**src/rtl/bru_bco_pht_updater_if.sv**
```systemverilog
`default_nettype none
// ============================================================================
// Module      : bru_bco_pht_updater_if
// Description : BCO record channel, fetch lookup port and status outputs of
//               the PHT updater, grouped for connection as a single port.
// Revision    : 1.0 - initial release
// ============================================================================
interface bru_bco_pht_updater_if #(
    parameter int FIFO_DEPTH = 4
);
    localparam int CW = $clog2(FIFO_DEPTH) + 1;

    logic          i_bco_valid;
    logic [31:0]   i_bco_pc;
    logic [1:0]    i_bco_oldpattern;
    logic          i_bco_taken;
    logic [31:0]   i_bco_target;
    logic          i_lk_valid;
    logic [31:0]   i_lk_pc;
    logic          o_lk_valid;
    logic [1:0]    o_lk_pattern;
    logic [31:0]   o_lk_target;
    logic          o_init_done;
    logic [CW-1:0] o_fifo_count;
    logic          o_overflow;

    // Producer / fetch side
    modport master (
        output i_bco_valid, i_bco_pc, i_bco_oldpattern, i_bco_taken, i_bco_target,
        output i_lk_valid, i_lk_pc,
        input  o_lk_valid, o_lk_pattern, o_lk_target, o_init_done, o_fifo_count, o_overflow
    );

    // Updater side
    modport slave (
        input  i_bco_valid, i_bco_pc, i_bco_oldpattern, i_bco_taken, i_bco_target,
        input  i_lk_valid, i_lk_pc,
        output o_lk_valid, o_lk_pattern, o_lk_target, o_init_done, o_fifo_count, o_overflow
    );
endinterface
`default_nettype wire

```
**src/rtl/bru_bco_pht_updater.sv**
```systemverilog
`default_nettype none
// ============================================================================
// Module      : bru_bco_pht_updater
// Description : Buffers BRU branch-commit-override records in a small FIFO and
//               drains them into a single-ported 2-bit PHT plus target table.
//               Fetch lookups share the table port and win over updates.
// Revision    : 1.0 - initial release
// ============================================================================
module bru_bco_pht_updater #(
    parameter int PHT_AW     = 6,
    parameter int FIFO_DEPTH = 4
) (
    input  logic                  clk,
    input  logic                  resetn,
    bru_bco_pht_updater_if.slave  bco
);
    localparam int ENTRIES = 1 << PHT_AW;
    localparam int PW      = $clog2(FIFO_DEPTH);
    localparam int CW      = PW + 1;
    localparam logic [CW-1:0]     FULL_COUNT = CW'(FIFO_DEPTH);
    localparam logic [PHT_AW-1:0] LAST_IDX   = PHT_AW'(ENTRIES - 1);

    typedef enum logic [0:0] {
        ST_INIT = 1'b0,
        ST_RUN  = 1'b1
    } state_t;

    state_t            state;
    state_t            state_next;
    logic [PHT_AW-1:0] init_idx;

    // Table storage (no reset: the INIT sweep establishes contents)
    logic [1:0]        pht [ENTRIES];
    logic [31:0]       btt [ENTRIES];

    // FIFO storage keeps only the index bits of the PC
    logic [PHT_AW-1:0] fifo_idx    [FIFO_DEPTH];
    logic [1:0]        fifo_old    [FIFO_DEPTH];
    logic              fifo_taken  [FIFO_DEPTH];
    logic [31:0]       fifo_target [FIFO_DEPTH];
    logic [PW-1:0]     wr_ptr;
    logic [PW-1:0]     rd_ptr;
    logic [CW-1:0]     count;
    logic              overflow;

    logic              running;
    logic              fifo_full;
    logic              pop;
    logic              push;
    logic [1:0]        new_pattern;
    logic [PHT_AW-1:0] lk_idx;

    logic              lk_valid;
    logic [1:0]        lk_pattern;
    logic [31:0]       lk_target;

    // PC bits outside the table index are intentionally ignored
    logic              unused_pc_bits;
    assign unused_pc_bits = ^{bco.i_bco_pc[31:PHT_AW+2], bco.i_bco_pc[1:0],
                              bco.i_lk_pc[31:PHT_AW+2],  bco.i_lk_pc[1:0]};

    assign running   = (state == ST_RUN);
    assign fifo_full = (count == FULL_COUNT);
    // Lookups own the table port; updates only happen in idle lookup cycles
    assign pop       = running && (count != '0) && !bco.i_lk_valid;
    // A full FIFO still accepts a record when the head leaves in the same cycle
    assign push      = bco.i_bco_valid && (!fifo_full || pop);
    assign lk_idx    = bco.i_lk_pc[PHT_AW+1:2];

    // FSM state register
    always_ff @(posedge clk) begin
        if (!resetn) state <= ST_INIT;
        else         state <= state_next;
    end

    // FSM next state: leave INIT after the last entry has been written
    always_comb begin
        state_next = state;
        case (state)
            ST_INIT: if (init_idx == LAST_IDX) state_next = ST_RUN;
            ST_RUN:  state_next = ST_RUN;
            default: state_next = ST_INIT;
        endcase
    end

    // Initialisation sweep index
    always_ff @(posedge clk) begin
        if (!resetn)               init_idx <= '0;
        else if (state == ST_INIT) init_idx <= init_idx + 1'b1;
    end

    // Saturating 2-bit counter update for the FIFO head record
    always_comb begin
        new_pattern = fifo_old[rd_ptr];
        if (fifo_taken[rd_ptr]) begin
            if (fifo_old[rd_ptr] != 2'b11) new_pattern = fifo_old[rd_ptr] + 2'd1;
        end else begin
            if (fifo_old[rd_ptr] != 2'b00) new_pattern = fifo_old[rd_ptr] - 2'd1;
        end
    end

    // Table write port: sweep during INIT, head-record update during RUN
    always_ff @(posedge clk) begin
        if (state == ST_INIT) begin
            pht[init_idx] <= 2'b01;
            btt[init_idx] <= '0;
        end else if (pop) begin
            pht[fifo_idx[rd_ptr]] <= new_pattern;
            if (fifo_taken[rd_ptr]) btt[fifo_idx[rd_ptr]] <= fifo_target[rd_ptr];
        end
    end

    // Registered lookup response; data holds when no RUN lookup occurs
    always_ff @(posedge clk) begin
        if (!resetn) begin
            lk_valid   <= 1'b0;
            lk_pattern <= '0;
            lk_target  <= '0;
        end else begin
            lk_valid <= running && bco.i_lk_valid;
            if (running && bco.i_lk_valid) begin
                lk_pattern <= pht[lk_idx];
                lk_target  <= btt[lk_idx];
            end
        end
    end

    // FIFO record storage
    always_ff @(posedge clk) begin
        if (push) begin
            fifo_idx[wr_ptr]    <= bco.i_bco_pc[PHT_AW+1:2];
            fifo_old[wr_ptr]    <= bco.i_bco_oldpattern;
            fifo_taken[wr_ptr]  <= bco.i_bco_taken;
            fifo_target[wr_ptr] <= bco.i_bco_target;
        end
    end

    // FIFO pointers, occupancy and sticky drop flag
    always_ff @(posedge clk) begin
        if (!resetn) begin
            wr_ptr   <= '0;
            rd_ptr   <= '0;
            count    <= '0;
            overflow <= 1'b0;
        end else begin
            if (push) wr_ptr <= wr_ptr + 1'b1;
            if (pop)  rd_ptr <= rd_ptr + 1'b1;
            if (push && !pop)      count <= count + 1'b1;
            else if (!push && pop) count <= count - 1'b1;
            if (bco.i_bco_valid && !push) overflow <= 1'b1;
        end
    end

    assign bco.o_lk_valid   = lk_valid;
    assign bco.o_lk_pattern = lk_pattern;
    assign bco.o_lk_target  = lk_target;
    assign bco.o_init_done  = running;
    assign bco.o_fifo_count = count;
    assign bco.o_overflow   = overflow;
endmodule
`default_nettype wire

```
**src/flat_wrapper.sv**
```systemverilog
// flat-port wrapper written by rule: the top's interface ports become plain ports
module bru_bco_pht_updater_flat 
#(
    parameter int PHT_AW     = 6,
    parameter int FIFO_DEPTH = 4
)
  (clk, resetn, bco_i_bco_valid, bco_i_bco_pc, bco_i_bco_oldpattern, bco_i_bco_taken, bco_i_bco_target, bco_i_lk_valid, bco_i_lk_pc, bco_o_lk_valid, bco_o_lk_pattern, bco_o_lk_target, bco_o_init_done, bco_o_fifo_count, bco_o_overflow);
  bru_bco_pht_updater_if #(.FIFO_DEPTH(FIFO_DEPTH)) bco_i ();
  input  logic clk;
  input  logic resetn;
  input wire logic [$bits(bco_i.i_bco_valid)-1:0] bco_i_bco_valid;
  input wire logic [$bits(bco_i.i_bco_pc)-1:0] bco_i_bco_pc;
  input wire logic [$bits(bco_i.i_bco_oldpattern)-1:0] bco_i_bco_oldpattern;
  input wire logic [$bits(bco_i.i_bco_taken)-1:0] bco_i_bco_taken;
  input wire logic [$bits(bco_i.i_bco_target)-1:0] bco_i_bco_target;
  input wire logic [$bits(bco_i.i_lk_valid)-1:0] bco_i_lk_valid;
  input wire logic [$bits(bco_i.i_lk_pc)-1:0] bco_i_lk_pc;
  output wire logic [$bits(bco_i.o_lk_valid)-1:0] bco_o_lk_valid;
  output wire logic [$bits(bco_i.o_lk_pattern)-1:0] bco_o_lk_pattern;
  output wire logic [$bits(bco_i.o_lk_target)-1:0] bco_o_lk_target;
  output wire logic [$bits(bco_i.o_init_done)-1:0] bco_o_init_done;
  output wire logic [$bits(bco_i.o_fifo_count)-1:0] bco_o_fifo_count;
  output wire logic [$bits(bco_i.o_overflow)-1:0] bco_o_overflow;
  assign bco_i.i_bco_valid = bco_i_bco_valid;
  assign bco_i.i_bco_pc = bco_i_bco_pc;
  assign bco_i.i_bco_oldpattern = bco_i_bco_oldpattern;
  assign bco_i.i_bco_taken = bco_i_bco_taken;
  assign bco_i.i_bco_target = bco_i_bco_target;
  assign bco_i.i_lk_valid = bco_i_lk_valid;
  assign bco_i.i_lk_pc = bco_i_lk_pc;
  assign bco_o_lk_valid = bco_i.o_lk_valid;
  assign bco_o_lk_pattern = bco_i.o_lk_pattern;
  assign bco_o_lk_target = bco_i.o_lk_target;
  assign bco_o_init_done = bco_i.o_init_done;
  assign bco_o_fifo_count = bco_i.o_fifo_count;
  assign bco_o_overflow = bco_i.o_overflow;
  bru_bco_pht_updater #(.PHT_AW(PHT_AW), .FIFO_DEPTH(FIFO_DEPTH)) u_core (.clk(clk), .resetn(resetn), .bco(bco_i));
endmodule
```
**config.mk**
```make
export PLATFORM = sky130hd
export DESIGN_NAME = bru_bco_pht_updater_flat
export DESIGN_NICKNAME = d
export VERILOG_FILES = /design/src/rtl/bru_bco_pht_updater_if.sv /design/src/rtl/bru_bco_pht_updater.sv /design/src/flat_wrapper.sv
export SDC_FILE = /design/constraint.sdc
export NUM_CORES = 2
export LEC_CHECK = 0
export BUFFER_PORTS_ARGS = -buffer_cell sky130_fd_sc_hd__clkbuf_2
export CORE_ASPECT_RATIO = 0.6
export CORE_MARGIN = 2
export CORE_UTILIZATION = 45
export CTS_BUF_LIST = sky130_fd_sc_hd__clkbuf_4
export DETAILED_ROUTE_END_ITERATION = 8
export PLACE_DENSITY = 0.6
export SYNTH_ARGS = -nofsm -noshare
export SYNTH_HDL_FRONTEND = slang
export SYNTH_SLANG_ARGS = --single-unit
```
**constraint.sdc**
```tcl
create_clock -name clk -period 5 [get_ports clk]
set_input_delay 0.5 -clock clk [delete_from_list [all_inputs] [get_ports clk]]
set_output_delay 0.5 -clock clk [all_outputs]
set_load 0.02 [all_outputs]
```
# [After elaboration in Yosys (flattened, before gate mapping)]
# Memories as Yosys holds them, arrays and structs flattened. A register that Yosys moved wholly into a read port is not among the register bits.
# Cells that the tools add are included.
[word_totals] n_memories=6 out_inout_bits=40 elab_cells=74 ff_bits=16 latch_bits=0 input_bits=103 mem_bits_rw=2340 romBits=0
[op_classes] muxes=31 n_lt_le_gt_ge=0 add_sub_neg=7 mul=0 bitwise_logic=1 div_mod_pow=0 n_shift=0 n_reduce_logical=19 n_eq_ne=3
[memory_table] memory="u_core.btt" depth=64 word_bits=32 read_ports=1 rd_ports_with_merged_regs=1 write_ports=1 line_no="bru_bco_pht_updater.sv:34" text="logic [31:0] btt [ENTRIES];"
[memory_table] memory="u_core.fifo_target" depth=4 word_bits=32 read_ports=1 rd_ports_with_merged_regs=1 write_ports=1 line_no="bru_bco_pht_updater.sv:40" text="logic [31:0] fifo_target [FIFO_DEPTH];"
[memory_table] memory="u_core.pht" depth=64 word_bits=2 read_ports=1 rd_ports_with_merged_regs=1 write_ports=1 line_no="bru_bco_pht_updater.sv:33" text="logic [1:0] pht [ENTRIES];"
[memory_table] memory="u_core.fifo_idx" depth=4 word_bits=6 read_ports=1 rd_ports_with_merged_regs=1 write_ports=1 line_no="bru_bco_pht_updater.sv:37" text="logic [PHT_AW-1:0] fifo_idx [FIFO_DEPTH];"
[memory_table] memory="u_core.fifo_old" depth=4 word_bits=2 read_ports=1 rd_ports_with_merged_regs=1 write_ports=1 line_no="bru_bco_pht_updater.sv:38" text="logic [1:0] fifo_old [FIFO_DEPTH];"
[memory_table] memory="u_core.fifo_taken" depth=4 word_bits=1 read_ports=1 rd_ports_with_merged_regs=1 write_ports=1 line_no="bru_bco_pht_updater.sv:39" text="logic fifo_taken [FIFO_DEPTH];"
[op_table] cell="$mux 32" n=1
[op_table] cell="$reduce_or 32->1" n=1
[op_table] cell="$mux 2" n=12
[op_table] cell="$mux 1" n=13
[op_table] cell="$mux 6" n=2
[op_table] cell="$logic_and 1x1->1" n=7
[op_table] cell="$add 2x1->2 const B" n=3
[op_table] cell="$add 6x1->6 const B" n=1
[op_table] cell="$eq 6x6->1 const B" n=1
[op_table] cell="$logic_not 1->1" n=6
[op_table] cell="$mux 3" n=2
[op_table] cell="$reduce_bool 2->1" n=2
[op_table] cell="$add 3x1->3 const B" n=1
[op_table] cell="$eq 3x3->1 const B" n=1
[op_table] cell="$reduce_bool 3->1" n=1
[op_table] cell="$sub 3x1->3 const B" n=1
[op_table] cell="$ne 2x2->1 const B" n=1
[op_table] cell="$pmux 1 s2" n=1
[op_table] cell="$reduce_or 2->1" n=1
[op_table] cell="$sub 2x1->2 const B" n=1
[op_table] cell="$logic_or 1x1->1" n=1
[op_table] cell="$not 1->1" n=1

# [Logic depth before layout (Yosys ltp)]
[depth] depth_word=9 ltp_mapped=12 ltp_nobuf=9

# [Least setup slack after synthesis]
# Ideal clock, no wire load.
[synth_timing] kind="register -> register" from="reg (tool-made name)" to="mem u_core.pht[0][0] (data pin)" setup_time_ps=702 path_buffers=2 period_less_slack_ps=4486 setup_slack_ps=514 stages_incl_launch_ff=6 arrival_ps=3784 cell_sequence="dfxtp_1 buf_6 buf_4 mux4_2 and2_1 o21ai_0"
[synth_lines] item="end, declared" line_no="bru_bco_pht_updater.sv:33"

==> flow_metrics.tcl <==
set metrics [dict create \
    status "completed" \
    worst_skew_pair.late_latency_ps 1220 \
    setup_tns_ps 0 \
    grt_max_degree 105 \
    hold_class "in2reg" \
    whs_ps 139 \
    rsz0062_at_grt "no" \
    async_reset_ff_share_pct 0 \
    worstSetupEndpointType "register" \
    ys_seq_area_share_pct 77.3 \
    postCtsResizedCells 0 \
    rows 128 \
    routed_wirelength_um 255000 \
    power.density_nw_per_um2 373 \
    maxCapViolations 0 \
    cp-endpoint "u_core.btt[43][1]$_DFFE_PP_" \
    grt_pass1_vias 49400 \
    avgSynthCellArea_um2 20.2 \
    critPathLaunchType "register" \
    final_nets 5390 \
    netlist_top_cells_area "edfxtp_1, mux4_2, mux2i_1" \
    yosysWarnings 0 \
    fin_crit_ps 3970 \
    synth_ff_type "edfxtp_1" \
    hpwl_um 143000 \
    ys_ff_latch 2392 \
    cts.sinks 2392 \
    gp_congestion 0.824 \
    drt_iter0_drc 6673 \
    fill_cells 16300 \
    r2r_cells 7 \
    synthesis.area_um2 92300 \
    cts.htree.levels 6 \
    finalPower_mw 39.5 \
    crit_arrival_ps 4740 \
    met3_length_um 30600 \
    cts_root_buf "clkbuf_4" \
    synth-compound-area-share_pct 4.05 \
    stdcell_count 8404 \
    synth_cell_type_count 61 \
    fin_util_pct 52.1 \
    cts_tree "built" \
    met2_length_um 108000 \
    reg2reg_slack_ps 1030 \
    worstPathMaxFanout 34 \
    vdd_drop_max_mv 0.204 \
    path_class "reg2reg" \
    syn_nets 4666 \
    setup_viol 0 \
    syn2layout_area_growth_pct 14.9 \
    wl_per_cell_um 30.3 \
    tightest_slew_ps 1350 \
    synth_top_family_by_area "multiplexers" \
    max_freq_ghz 0.252 \
    synth_top_area_share_pct 76.2 \
    post-route-drc-count 0 \
    vias 49800 \
    die_h_um 355 \
    cts_buffers 554 \
    yosysTopAreaCell "edfxtp_1" \
    grt_util_all_layers_pct 24.2 \
    first_pass_iters 6 \
    wl_met1_um 112000 \
    finalHoldViolations 0 \
    antenna_left 0 \
    cts_buffer_depth 4 \
    antenna_found_initial 21 \
    synth_xor_area_share_pct 0.0665 \
    clock_skew_ps 89.7 \
    initial_core_util_pct 45.4 \
    drive_gt1_share_pct 31.2 \
    synthAdderAreaFrac_pct 0.103 \
    die_w_um 589 \
    p_leak_nw 33.2 \
    num_io_pins 143 \
    synth_mux_area_share_pct 14.6 \
    slew_violations 0 \
    netlist_instances 4556 \
    relSlewSlack_pct 9.21 \
    r2r-end "u_core.btt[43][1]$_DFFE_PP_" \
    synthSimpleGateAreaFrac_pct 2.40 \
    dieArea_um2 209000 \
    viasPerCell 5.93 \
    portBuffers 90 \
    layout_worst_path_cycle_share_pct 79.4 \
    grt_pass1_wl_um 361000 \
    place_inst 7364 \
    coreArea_um2 203000 \
    synth_edf_count 2340 \
    path_clk_slew_ps 60 \
    grt-ovfl-total 0 \
    crit_required_ps 5770 \
    cts_setup_buffers 0 \
    top_layer_used "met5" \
]
## critical path: stages (launching register included)
cell	delay (ps)
dfxtp_2	500
buf_4	630
mux4_2	650
mux2i_1	160
buf_4	190
nand2_1	480
nor2_4	210
buf_4	650
## flip-flops by register name (all words and copies together), names as in the netlist, named ones only
register and cells:
u_core.fifo_old 8, u_core.fifo_idx 24, u_core.bco.o_lk_valid 1, u_core.wr_ptr 2
u_core.fifo_target 128, u_core.bco.o_lk_pattern 2, u_core.bco.o_fifo_count 3, u_core.bco.o_init_done 1
u_core.init_idx 6, u_core.rd_ptr 2, u_core.pht 128, u_core.fifo_taken 4
u_core.bco.o_lk_target 32, u_core.btt 2048, u_core.bco.o_overflow 1
## area by class of cell
cell class              instances  area (um^2)  area share [%]
repair buffers                425         3790            3.57
well taps                    2730         3420            3.22
clock buffers                 830         6230            5.88
multi-input cells            1896        20400            19.3
clock inverters               112          777           0.733
inverters                      11         42.5          0.0401
flip-flops and latches       2392        71300            67.3
diodes                          8         20.0          0.0189
## placed cells by master (no fill, tap or decap), drive strengths merged, types with 10 or more instances in the layout
cell type    instances
a21o                10
a21oi              104
a221oi              15
a22o                12
a22oi               74
a31oi               23
and2                16
and3                18
buf                249
bufinv              12
clkbuf             916
clkinv              83
dfxtp               52
dlygate4sd3         89
edfxtp            2340
inv                 23
mux2                35
mux2i              442
mux4               382
nand2               93
nand2b              10
nand3               28
nor2               221
nor2b               46
nor4                21
o21ai               45
o221ai              84
o22ai              120
## synthesized netlist by cell type (4+ instances only)
library cell,instances
nand3_1,26
ha_1,6
o22ai_1,120
o21ai_1,4
a311oi_1,8
buf_1,11
o31ai_1,9
a211oi_1,5
a21oi_1,104
nor2_2,8
nor2_1,213
and3_1,18
mux4_2,382
buf_4,53
a221o_1,6
buf_2,65
a21o_1,10
buf_6,18
and2_1,16
nor2b_1,46
or2_2,4
o21ai_0,41
nor4_1,21
mux2i_1,441
inv_1,8
dfxtp_1,52
nand2b_1,10
a21boi_0,4
clkbuf_1,110
xnor2_1,6
a221oi_1,15
a2111oi_0,9
a22oi_1,74
mux2_2,35
a31oi_1,23
nand3b_1,5
o21a_1,8
a22o_1,12
o221ai_1,84
edfxtp_1,2340
or3_1,6
nand2_1,93
## power by group
| part | internal (mW) | switching [mW] | leakage (nW) |
|---|---|---|---|
| sequential | 21.9 | 0.0557 | 19.9 |
| clock | 8.18 | 7.70 | 4.20 |
| combinational | 0.663 | 1.04 | 9.06 |
## repair_timing
action / 4_1_cts / 5_1_grt
setup endpoints to repair: 0 / 0
hold endpoints to repair: 190 / 0
hold buffers: 89 / 0
## kinds of logic (layout without fill, tap and decap cells)
family	after synthesis	in the layout
flip-flops	2392	2392
multiplexers	859	859
AO/OA/AOI/OAI	546	546
AND/OR/NAND/NOR	477	477
buffers and inverters	268	1378
adder cells (fa/ha/maj)	7	7
XOR/XNOR	7	7
other	0	8
## worst min path at each step
| stage | end | depth (start not counted) | startpoint | slack, ps |
|---|---|---|---|---|
| final | u_core.fifo_target[2][30]$_DFFE_PP_ | 2 | bco_i_bco_target[30] | 140 |
| after global routing | u_core.fifo_target[1][30]$_DFFE_PP_ | 2 | bco_i_bco_target[30] | 60 |
| after CTS | u_core.fifo_target[2][30]$_DFFE_PP_ | 2 | bco_i_bco_target[30] | 10 |
| after detailed placement | u_core.bco.o_lk_target[9]$_SDFFE_PN0P_ | 2 | u_core.bco.o_lk_target[9]$_SDFFE_PN0P_ | 460 |
| after global placement | u_core.bco.o_lk_target[19]$_SDFFE_PN0P_ | 2 | u_core.bco.o_lk_target[19]$_SDFFE_PN0P_ | 460 |
| after floorplan | u_core.init_idx[5]$_SDFFE_PN0N_ | 2 | u_core.init_idx[5]$_SDFFE_PN0N_ | 530 |
## metrics by stage
stage	worst slack, ps	cell area, um^2
floorplan	514	92300
global placement	1070	98100
detailed placement	1010	98100
CTS	961	106000
global route	797	106000
finish	1030	106000
## metal layers
layer	up-vias	track usage [%]
met3	340	7.41
met1	26000	37.4
met4	8	5.51
met5	-	0
met2	2778	33.4
li1	20700	-
Note: power is estimated with default switching activity, not from simulation.
